`src/rtl/axis_waypoint_ctrl_if.sv`:
```
// ============================================================================
// Module   : axis_waypoint_ctrl_if
// Purpose  : Waypoint push channel (valid/data/ready) for axis_waypoint_ctrl.
// Revision : 1.0 - initial release
// ============================================================================
`default_nettype none
`timescale 1ns/1ps

interface axis_waypoint_ctrl_if #(
    parameter int AXES = 2,
    parameter int W    = 4
);
    logic                wp_valid;
    logic [AXES*W-1:0]   wp_data;
    logic                wp_ready;

    modport master (output wp_valid, output wp_data, input  wp_ready);
    modport slave  (input  wp_valid, input  wp_data, output wp_ready);
endinterface

`default_nettype wire

```
`src/rtl/axis_waypoint_ctrl.sv`:
```
// ============================================================================
// Module   : axis_waypoint_ctrl
// Purpose  : Multi-axis positioner with a waypoint FIFO, programmable step
//            rate and diagonal/sequential motion. Optional macro WP_LIMIT_EN
//            adds a coordinate limit check with a sticky err_reject flag.
// Revision : 1.0 - initial release
// ============================================================================
`default_nettype none
`timescale 1ns/1ps

module axis_waypoint_ctrl #(
    parameter int AXES     = 2,
    parameter int W        = 4,
    parameter int DEPTH    = 4,
    parameter int STEP_DIV = 1
`ifdef WP_LIMIT_EN
    ,
    parameter int LIMIT    = (1 << W) - 1
`endif
) (
    input  wire logic                         clk,
    input  wire logic                         reset,
    axis_waypoint_ctrl_if.slave               wp,
    input  wire logic                         motion,
    input  wire logic                         mode_diag,
    input  wire logic                         home,
    output logic [AXES*W-1:0]                 pos,
    output logic [AXES-1:0]                   step,
    output logic [AXES-1:0]                   dir,
    output logic                              busy,
    output logic                              arrived,
    output logic [$clog2(DEPTH+1)-1:0]        wp_count
`ifdef WP_LIMIT_EN
    ,
    output logic                              err_reject
`endif
);

    localparam int c_aw = (DEPTH > 1) ? $clog2(DEPTH) : 1;
    localparam int c_cw = $clog2(DEPTH + 1);
    localparam int c_dw = (STEP_DIV > 1) ? $clog2(STEP_DIV) : 1;
    localparam logic [c_dw-1:0] c_div_max = c_dw'(STEP_DIV - 1);

    typedef enum logic [1:0] {
        S_IDLE   = 2'd0,
        S_LOAD   = 2'd1,
        S_MOVE   = 2'd2,
        S_ARRIVE = 2'd3
    } state_t;

    // ------------------------------------------------------------------
    // Waypoint FIFO
    // ------------------------------------------------------------------
    logic [AXES*W-1:0] r_mem [DEPTH];
    logic [c_aw-1:0]   r_wr_ptr;
    logic [c_aw-1:0]   r_rd_ptr;
    logic [c_cw-1:0]   r_count;
    logic              w_full;
    logic              w_empty;
    logic              w_coord_ok;
    logic              w_push;
    logic              w_pop;

    state_t            r_state;

    assign w_full      = (r_count == c_cw'(DEPTH));
    assign w_empty     = (r_count == '0);
    assign wp.wp_ready = !w_full;
    assign wp_count    = r_count;

`ifdef WP_LIMIT_EN
    localparam logic [31:0] c_limit = LIMIT;

    always_comb begin
        w_coord_ok = 1'b1;
        for (int i = 0; i < AXES; i++) begin
            if (32'(wp.wp_data[i*W +: W]) > c_limit) begin
                w_coord_ok = 1'b0;
            end
        end
    end

    always_ff @(posedge clk) begin
        if (reset || home) begin
            err_reject <= 1'b0;
        end else if (wp.wp_valid && !w_full && !w_coord_ok) begin
            err_reject <= 1'b1;
        end
    end
`else
    assign w_coord_ok = 1'b1;
`endif

    // home drops a concurrent push because its branch below wins over the FIFO update.
    assign w_push = wp.wp_valid && !w_full && w_coord_ok;
    assign w_pop  = (r_state == S_IDLE) && motion && !w_empty;

    always_ff @(posedge clk) begin
        if (w_push) begin
            r_mem[r_wr_ptr] <= wp.wp_data;
        end
    end

    always_ff @(posedge clk) begin
        if (reset || home) begin
            r_wr_ptr <= '0;
            r_rd_ptr <= '0;
            r_count  <= '0;
        end else begin
            if (w_push) begin
                r_wr_ptr <= r_wr_ptr + c_aw'(1);
            end
            if (w_pop) begin
                r_rd_ptr <= r_rd_ptr + c_aw'(1);
            end
            case ({w_push, w_pop})
                2'b10:   r_count <= r_count + c_cw'(1);
                2'b01:   r_count <= r_count - c_cw'(1);
                default: r_count <= r_count;
            endcase
        end
    end

    // ------------------------------------------------------------------
    // Motion control
    // ------------------------------------------------------------------
    logic [AXES*W-1:0] r_pos;
    logic [AXES*W-1:0] r_tgt;
    logic [AXES-1:0]   r_step;
    logic [AXES-1:0]   r_dir;
    logic [c_dw-1:0]   r_div;
    logic              r_mode_diag;
    logic              r_busy;
    logic              r_arrived;

    logic [AXES-1:0]   w_diff;
    logic [AXES-1:0]   w_up;
    logic [AXES-1:0]   w_sel;

    for (genvar g = 0; g < AXES; g++) begin : g_axis
        assign w_diff[g] = (r_pos[g*W +: W] != r_tgt[g*W +: W]);
        assign w_up[g]   = (r_tgt[g*W +: W] >  r_pos[g*W +: W]);
    end

    // Sequential mode isolates the lowest-index axis still off target.
    assign w_sel = r_mode_diag ? w_diff : (w_diff & (~w_diff + AXES'(1)));

    always_ff @(posedge clk) begin
        if (reset || home) begin
            r_state     <= S_IDLE;
            r_pos       <= '0;
            r_tgt       <= '0;
            r_step      <= '0;
            r_dir       <= '0;
            r_div       <= '0;
            r_mode_diag <= 1'b0;
            r_busy      <= 1'b0;
            r_arrived   <= 1'b0;
        end else begin
            r_step    <= '0;
            r_arrived <= 1'b0;
            case (r_state)
                S_IDLE: begin
                    if (w_pop) begin
                        r_tgt       <= r_mem[r_rd_ptr];
                        r_mode_diag <= mode_diag;
                        r_div       <= '0;
                        r_busy      <= 1'b1;
                        r_state     <= S_LOAD;
                    end
                end
                S_LOAD: begin
                    r_state <= S_MOVE;
                end
                S_MOVE: begin
                    if (w_diff == '0) begin
                        r_arrived <= 1'b1;
                        r_state   <= S_ARRIVE;
                    end else if (motion) begin
                        if (r_div == c_div_max) begin
                            r_div  <= '0;
                            r_step <= w_sel;
                            for (int i = 0; i < AXES; i++) begin
                                if (w_sel[i]) begin
                                    r_dir[i] <= w_up[i];
                                    r_pos[i*W +: W] <= w_up[i] ? r_pos[i*W +: W] + W'(1)
                                                               : r_pos[i*W +: W] - W'(1);
                                end
                            end
                        end else begin
                            r_div <= r_div + c_dw'(1);
                        end
                    end
                end
                S_ARRIVE: begin
                    r_busy  <= 1'b0;
                    r_state <= S_IDLE;
                end
                default: begin
                    r_state <= S_IDLE;
                end
            endcase
        end
    end

    assign pos     = r_pos;
    assign step    = r_step;
    assign dir     = r_dir;
    assign busy    = r_busy;
    assign arrived = r_arrived;

endmodule

`default_nettype wire

```
`src/flat_wrapper.sv`:
```
// flat-port wrapper written by rule: the top's interface ports become plain ports
module axis_waypoint_ctrl_flat 
#(
    parameter int AXES     = 2,
    parameter int W        = 4,
    parameter int DEPTH    = 4,
    parameter int STEP_DIV = 1

)
  (clk, reset, motion, mode_diag, home, pos, step, dir, busy, arrived, wp_count, wp_wp_valid, wp_wp_data, wp_wp_ready);
  axis_waypoint_ctrl_if #(.AXES(AXES), .W(W)) wp_i ();
  input  wire logic clk;
  input  wire logic reset;
  input  wire logic motion;
  input  wire logic mode_diag;
  input  wire logic home;
  output logic [AXES*W-1:0] pos;
  output logic [AXES-1:0] step;
  output logic [AXES-1:0] dir;
  output logic busy;
  output logic arrived;
  output logic [$clog2(DEPTH+1)-1:0] wp_count;
  input wire logic [$bits(wp_i.wp_valid)-1:0] wp_wp_valid;
  input wire logic [$bits(wp_i.wp_data)-1:0] wp_wp_data;
  output wire logic [$bits(wp_i.wp_ready)-1:0] wp_wp_ready;
  assign wp_i.wp_valid = wp_wp_valid;
  assign wp_i.wp_data = wp_wp_data;
  assign wp_wp_ready = wp_i.wp_ready;
  axis_waypoint_ctrl #(.AXES(AXES), .W(W), .DEPTH(DEPTH), .STEP_DIV(STEP_DIV)) u_core (.clk(clk), .reset(reset), .wp(wp_i), .motion(motion), .mode_diag(mode_diag), .home(home), .pos(pos), .step(step), .dir(dir), .busy(busy), .arrived(arrived), .wp_count(wp_count));
endmodule
```
`config.mk`:
```
export PLATFORM = sky130hd
export DESIGN_NAME = axis_waypoint_ctrl_flat
export DESIGN_NICKNAME = d
export VERILOG_FILES = /design/src/rtl/axis_waypoint_ctrl_if.sv /design/src/rtl/axis_waypoint_ctrl.sv /design/src/flat_wrapper.sv
export SDC_FILE = /design/constraint.sdc
export NUM_CORES = 1
export LEC_CHECK = 0
export ABC_AREA = 1
export ABC_CLOCK_PERIOD_IN_PS = 6100
export CORE_ASPECT_RATIO = 1.75
export CORE_MARGIN = 4
export CORE_UTILIZATION = 45
export CTS_BUF_LIST = sky130_fd_sc_hd__clkbuf_4 sky130_fd_sc_hd__clkbuf_8
export CTS_CLUSTER_SIZE = 30
export DETAILED_ROUTE_END_ITERATION = 16
export PLACE_DENSITY = 0.66
export SYNTH_ARGS = -nofsm -noshare
export SYNTH_HDL_FRONTEND = slang
export SYNTH_SLANG_ARGS = --single-unit
```
`constraint.sdc`:
```
create_clock -name clk -period 6.1 [get_ports clk]
set_input_delay 1.22 -clock clk [delete_from_list [all_inputs] [get_ports clk]]
set_output_delay 1.22 -clock clk [all_outputs]
set_load 0.05 [all_outputs]
```
==> flow_summary.json, run 1 <==
{
  "chipWidth_um": 69.2,
  "final_design_area_no_fill_um2": 3500,
  "clock-root-buffer": "sky130_fd_sc_hd__clkbuf_8",
  "route.antenna.remaining_nets": 0,
  "initial_core_utilization_pct": 47.0,
  "worst_hold_startpoint": "u_core.r_tgt[4]$_SDFFE_PP0P_",
  "floorplan.die.height_um": 115,
  "routedWlPerCell_um": 12.4,
  "worst-endpoint-arrival_ns": 3.28,
  "hp-class": "flip-flop to flip-flop",
  "post_synth_edffs": 32,
  "worstPathMaxFanout": 16,
  "io_pins": 32,
  "asyncSetResetFlopFracSynth_pct": 0,
  "core-area_um2": 6280,
  "critical_path_required_ns": 6.33,
  "final_layout_size_suffix_gt1_share_pct": 8.19,
  "layout.cells.most_common_list": "sky130_fd_sc_hd__nor2_1, sky130_fd_sc_hd__inv_1, sky130_fd_sc_hd__o21ai_0",
  "drt-total-wl_mm": 5.23,
  "design.die.area_um2": 7970,
  "post_synth_inst_count": 303,
  "clock_sink_count": 64,
  "run_status": "finished clean",
  "grt_pass1_vias": 2078,
  "tns_ns": 0,
  "global_route_wire_length_before_repair_mm": 8.89,
  "critical_path_capture_point_type": "flip-flop",
  "worst_relative_slew_slack_pct": 46.2,
  "grt_max_degree": 29,
  "synth_area_leader_cell": "sky130_fd_sc_hd__edfxtp_1",
  "synth.top_cells.by_area": "sky130_fd_sc_hd__edfxtp_1, sky130_fd_sc_hd__dfxtp_1, sky130_fd_sc_hd__ha_1, sky130_fd_sc_hd__o21ai_0, sky130_fd_sc_hd__nor2_1",
  "clkSlewWorstSetupHoldPaths_ns": 0.08,
  "post_cts_resized": 0,
  "synthesis.area_per_instance_um2": 9.75,
  "synthDominantCellAreaShare_pct": 32.5,
  "worstRegToRegCells": 11,
  "netlist_area_um2": 2950,
  "buffer_depth_of_the_longest_clock_path": 2,
  "placed_cell_area_um2": 3320,
  "viasPerCell": 4.87,
  "dr.pass1.iters": 5,
  "fillers": 593,
  "detail_route.drc_violations": 0,
  "cts_tree": "built",
  "area_growth_pct": 18.6,
  "maxCapViolCount": 0,
  "yosysWarnings": 0,
  "synthDistinctLibCells": 30,
  "gpl.final_weighted_congestion": 0.736,
  "synth_ff_type": "sky130_fd_sc_hd__edfxtp_1",
  "synth_seq_cells": 64,
  "num_rows": 38,
  "cts_hold_repair.buffers": 0,
  "ctsHtreeMaxLevel": 3,
  "fin_crit_ns": 3.05,
  "io_buffers": 31,
  "num_antenna_cells": 0,
  "hold_violation_total_from_the_final_report": 0,
  "timing_worst_setup_path_type": "primary input to flip-flop",
  "overflow": 0,
  "final_setup_vio_count": 0,
  "antenna_found_initial": 0,
  "ir_worst_vdd_mv": 0.181,
  "synth_seq_area_share_pct": 54.2,
  "final-max-slew-violation-count": 0,
  "place.detailed.hpwl_mm": 3.88,
  "timing.final.crit_share_pct": 49.9,
  "net_count_synth": 341,
  "power-per-cell-area_nw_per_um2": 258,
  "most_common_cell_after_layout_fill_and_taps_aside": "sky130_fd_sc_hd__nor2_1",
  "worstReg2RegEnd": "u_core.wp_count[2]$_SDFFE_PP0P_",
  "worst_clock_skew_ns": 0.0130,
  "globalRouteTotalUtil_pct": 14.6,
  "min_delay_path_depth": 2,
  "finish.net_count": 376,
  "clock.fmax_mhz": 328,
  "cp-start-kind": "primary input",
  "leakage_nw": 1.35,
  "reg2reg_slack_ns": 3.77,
  "clock_latency_ns": 0.34,
  "cts_post_setup_buffers_inserted": 0,
  "worst_slew_pin_slew_ns": 0.805,
  "cts_inserted_buffers": 9,
  "rsz0062_at_grt": "no",
  "r2r-start": "u_core.r_state[0]$_SDFFE_PP0P_",
  "destination_of_the_worst_hold_path": "u_core.r_tgt[4]$_SDFFE_PP0P_",
  "via_count": 2056,
  "drt_first_iter_violations": 84
}
-- sequential cells by signal (all words and copies together), names as in the netlist, 2 cells and up --
| signal | cells |
|---|---|
| u_core.r_wr_ptr | 2 |
| u_core.r_rd_ptr | 2 |
| u_core.pos | 8 |
| u_core.wp_count | 3 |
| u_core.r_tgt | 8 |
| u_core.dir | 2 |
| u_core.r_state | 2 |
| u_core.r_mem | 32 |
| u_core.step | 2 |
-- cell families after synthesis --
kind of cell / count (synthesis) / share of synthesized area (%)
and+or+nand+nor: 90 / 14.1
AOI/OAI and AO/OA: 74 / 13.2
DFF: 64 / 54.2
buffers and inverters: 49 / 6.95
adders and majority gates: 24 / 10.9
xor gates and xnor gates: 2 / 0.593
-- critical path, cell delays in order --
cell and delay [ns]:
sky130_fd_sc_hd__clkdlybuf4s50_1 0.52, sky130_fd_sc_hd__nand3_4 0.13, sky130_fd_sc_hd__inv_2 0.23, sky130_fd_sc_hd__ha_1 0.20, sky130_fd_sc_hd__inv_1 0.07, sky130_fd_sc_hd__fa_1 0.38, sky130_fd_sc_hd__a21oi_1 0.15, sky130_fd_sc_hd__o21ai_0 0.12
sky130_fd_sc_hd__o21ai_0 0.19, sky130_fd_sc_hd__a21oi_1 0.06
-- layout make-up --
type / count / area (µm²) / area share (%)
repair buffers: 31 / 310 / 8.86
clock inverters: 6 / 61.3 / 1.75
flip-flops and latches: 64 / 1600 / 45.7
inverters: 42 / 158 / 4.50
well taps: 80 / 100 / 2.86
multi-input cells: 190 / 1150 / 32.7
clock buffers: 9 / 124 / 3.54
-- per-layer routing --
layer | up-vias | GRT usage [%] | routed length (µm)
met1 | 924 | 13.9 | 2100
li1 | 1089 | - | -
met4 | 0 | 11.3 | 190
met5 | - | 0 | 0
met2 | 31 | 27.2 | 2780
met3 | 12 | 2.80 | 156
-- how the worst max path moves through the flow --
| stage | start | to | slack [ns] | cells after the start |
|---|---|---|---|---|
| 6_report | motion | u_core.wp_count[2]$_SDFFE_PP0P_ | 3.05 | 10 |
| 3_5_place_dp | motion | u_core.wp_count[2]$_SDFFE_PP0P_ | 2.69 | 10 |
| 5_1_grt | motion | u_core.wp_count[2]$_SDFFE_PP0P_ | 2.90 | 10 |
| 3_3_place_gp | motion | u_core.wp_count[2]$_SDFFE_PP0P_ | 2.83 | 10 |
| 2_1_floorplan | motion | u_core.wp_count[2]$_SDFFE_PP0P_ | 3.48 | 10 |
| 4_1_cts | motion | u_core.wp_count[2]$_SDFFE_PP0P_ | 3.06 | 10 |
-- where the power goes --
group / total, mW / switching [mW] / internal (mW)
Sequential: 0.470 / 0.00609 / 0.464
Clock: 0.341 / 0.157 / 0.185
Combinational: 0.0932 / 0.0591 / 0.0341
-- cells in the mapped netlist, types with 2 or more instances --
cell                       count
sky130_fd_sc_hd__nand2_1      26
sky130_fd_sc_hd__nand3_2       2
sky130_fd_sc_hd__o21ai_2       2
sky130_fd_sc_hd__ha_1         21
sky130_fd_sc_hd__o21ai_1       3
sky130_fd_sc_hd__nand3_1       7
sky130_fd_sc_hd__o21ai_0      39
sky130_fd_sc_hd__o22ai_1       2
sky130_fd_sc_hd__nor2_1       45
sky130_fd_sc_hd__buf_4         3
sky130_fd_sc_hd__fa_1          3
sky130_fd_sc_hd__dfxtp_1      32
sky130_fd_sc_hd__a21oi_1      21
sky130_fd_sc_hd__a31oi_1       7
sky130_fd_sc_hd__buf_2         2
sky130_fd_sc_hd__edfxtp_1     32
sky130_fd_sc_hd__nand2_2       2
sky130_fd_sc_hd__nor2_4        3
sky130_fd_sc_hd__inv_2         2
sky130_fd_sc_hd__inv_1        39
-- stage by stage --
| step | std cells | hold slack, ns | setup slack (ns) | power, mW | util [%] |
|---|---|---|---|---|---|
| 2_1_floorplan | 303 | 0.433 | 3.48 | 0.545 | - |
| 3_3_place_gp | 407 | 0.446 | 2.83 | 0.571 | 52.8 |
| 3_5_place_dp | 407 | 0.453 | 2.69 | 0.574 | 52.8 |
| 4_1_cts | 422 | 0.463 | 3.06 | 0.919 | 55.8 |
| 5_1_grt | 422 | 0.484 | 2.90 | 0.945 | 55.8 |
| 6_report | 422 | 0.461 | 3.05 | 0.905 | 55.8 |
No activity file was read; power rests on OpenSTA's default activity.
==> run 2, diff against run 1 <==
- ABC_CLOCK_PERIOD_IN_PS: 6100 -> 2680
- PLACE_DENSITY: 0.66 -> 0.68
- clock period: 6.1 -> 2.68 ns (I/O delays scaled with it)
==> flow_summary.json, run 2 (same netlist as run 1, synthesis figures left out) <==
{
  "final_design_area_no_fill_um2": 3550,
  "worstRegToRegCells": 14,
  "leakage_nw": 1.39,
  "routedWlPerCell_um": 12.9,
  "min_delay_path_depth": 2,
  "maxCapViolCount": 0,
  "grt_max_degree": 27,
  "via_count": 2095,
  "floorplan.die.height_um": 115,
  "cts_tree": "built",
  "global_route_wire_length_before_repair_mm": 9.34,
  "io_buffers": 31,
  "largest-register": "u_core.r_mem",
  "most_common_cell_after_layout_fill_and_taps_aside": "sky130_fd_sc_hd__nor2_1",
  "path_buf_inv": 2,
  "clkSlewWorstSetupHoldPaths_ns": 0.07,
  "worst_relative_slew_slack_pct": 66.3,
  "ir_worst_vdd_mv": 0.460,
  "num_antenna_cells": 0,
  "clock.fmax_mhz": 435,
  "io_pins": 32,
  "gpl.final_weighted_congestion": 0.794,
  "cpMaxStageDelayCell": "sky130_fd_sc_hd__clkdlybuf4s50_1",
  "timing_worst_setup_path_type": "flip-flop to output port",
  "area_growth_pct": 20.3,
  "worst_clock_skew_ns": 0.0109,
  "cts_inserted_buffers": 9,
  "design.die.area_um2": 7970,
  "power-per-cell-area_nw_per_um2": 584,
  "buffer_depth_of_the_longest_clock_path": 2,
  "clock_sink_count": 64,
  "place.detailed.hpwl_mm": 4.14,
  "crit_family": "buffers and inverters",
  "route.antenna.remaining_nets": 0,
  "final_core_utilization_pct": 56.6,
  "hold_violation_total_from_the_final_report": 0,
  "overflow": 0,
  "antenna_found_initial": 0,
  "worst_slew_pin_slew_ns": 0.504,
  "critPathLaunch": "u_core.wp_count[0]$_SDFFE_PP0P_",
  "crit_path_max_incr_delay_ns": 0.82,
  "drt-total-wl_mm": 5.54,
  "critical_path_capture_point_type": "output port",
  "placed_cell_area_um2": 3370,
  "worst-endpoint-arrival_ns": 1.76,
  "cts_hold_repair.buffers": 0,
  "dr.pass1.iters": 4,
  "final-max-slew-violation-count": 0,
  "max_ffs_per_register": 32,
  "final_setup_vio_count": 0,
  "fin_crit_ns": 2.30,
  "run_status": "finished clean",
  "grt_pass1_vias": 2162,
  "clock-root-buffer": "sky130_fd_sc_hd__clkbuf_8",
  "num_rows": 38,
  "cp_cell_sequence": "inv_1, nand3_1, clkdlybuf4s50_1",
  "initial_core_utilization_pct": 47.0,
  "layout.cells.most_common_list": "sky130_fd_sc_hd__nor2_1, sky130_fd_sc_hd__inv_1, sky130_fd_sc_hd__o21ai_0",
  "ctsHtreeMaxLevel": 3,
  "chipWidth_um": 69.2,
  "worstPathMaxFanout": 4,
  "drt_first_iter_violations": 58,
  "viasPerCell": 4.88,
  "clock_latency_ns": 0.34,
  "r2r-start": "u_core.pos[1]$_SDFFE_PP0P_",
  "destination_of_the_worst_hold_path": "u_core.r_tgt[4]$_SDFFE_PP0P_",
  "tns_ns": 0,
  "cts_post_setup_buffers_inserted": 0,
  "worstReg2RegEnd": "u_core.pos[3]$_SDFFE_PP0P_",
  "post_cts_resized": 0,
  "detail_route.drc_violations": 0,
  "hp-class": "flip-flop to flip-flop",
  "globalRouteTotalUtil_pct": 15.5,
  "core-area_um2": 6280,
  "worst_hold_startpoint": "u_core.r_tgt[4]$_SDFFE_PP0P_",
  "critical_path_required_ns": 2.14,
  "cp-start-kind": "flip-flop",
  "reg2reg_slack_ns": 0.40,
  "finish.net_count": 383,
  "timing.final.crit_share_pct": 85.7,
  "rsz0062_at_grt": "no",
  "final_layout_size_suffix_gt1_share_pct": 10.3
}
## run 2: cell types whose count changed in the layout (fill, tap and decap cells not counted), sizes merged
cell	delta
clkinvlp	+1
buf	+7
clkinv	-1
## run 2: area by class of cell
cell class,instances,area [µm²]
tap,80,100
inverter,42,158
timing repair buffer,38,363
multi-input combinational,190,1150
clock inverter,6,61.3
fill,566,2720
sequential,64,1600
clock buffer,9,124
## run 2: worst register-to-register path, stage by stage, from the launching register on
cell	delay (ns)
sky130_fd_sc_hd__dfxtp_1	0.41
sky130_fd_sc_hd__inv_1	0.09
sky130_fd_sc_hd__ha_1	0.31
sky130_fd_sc_hd__inv_1	0.06
sky130_fd_sc_hd__nor2_1	0.03
sky130_fd_sc_hd__o21ai_1	0.19
sky130_fd_sc_hd__nand2_1	0.10
sky130_fd_sc_hd__nand2_1	0.14
sky130_fd_sc_hd__ha_1	0.29
sky130_fd_sc_hd__nand3_1	0.10
sky130_fd_sc_hd__nand3_1	0.09
sky130_fd_sc_hd__nand3_1	0.09
sky130_fd_sc_hd__nand3_1	0.10
sky130_fd_sc_hd__nor2_1	0.12
sky130_fd_sc_hd__nor2_1	0.06
## run 2: how the worst max path moves through the flow
stage / to / depth (start not counted)
after floorplan: u_core.wp_count[2]$_SDFFE_PP0P_ / 9
after global placement: u_core.wp_count[2]$_SDFFE_PP0P_ / 10
after detailed placement: u_core.wp_count[2]$_SDFFE_PP0P_ / 10
after CTS: wp_wp_ready / 3
after global routing: u_core.pos[3]$_SDFFE_PP0P_ / 14
final: wp_wp_ready / 3
## run 2: per-stage QoR
stage               instances  worst slack (ns)  power [mW]  hold WS, ns
floorplan                 303            0.0806        1.24        0.433
global placement          414             0.294        1.31        0.444
detailed placement        414             0.227        1.32        0.451
CTS                       429             0.338        2.11        0.461
global route              429             0.167        2.18        0.504
finish                    429             0.382        2.07        0.466
## run 2: power breakdown
part | leakage [nW] | switching, mW | internal, mW | total, mW
registers | 0.553 | 0.0112 | 1.06 | 1.07
clock network | 0.0948 | 0.364 | 0.420 | 0.784
logic | 0.743 | 0.140 | 0.0839 | 0.224
## run 2: routing by layer
| metal | wire, µm | track usage (%) |
|---|---|---|
| met5 | 0 | 0 |
| met4 | 162 | 12.9 |
| met3 | 152 | 3.50 |
| met2 | 3060 | 29.1 |
| met1 | 2170 | 13.7 |
==> run 3, diff against run 2 <==
- GPL_TIMING_DRIVEN: default -> 1
==> results of run 3 <==
No change in the layout: final DEF, timing and power equal those of run 2.
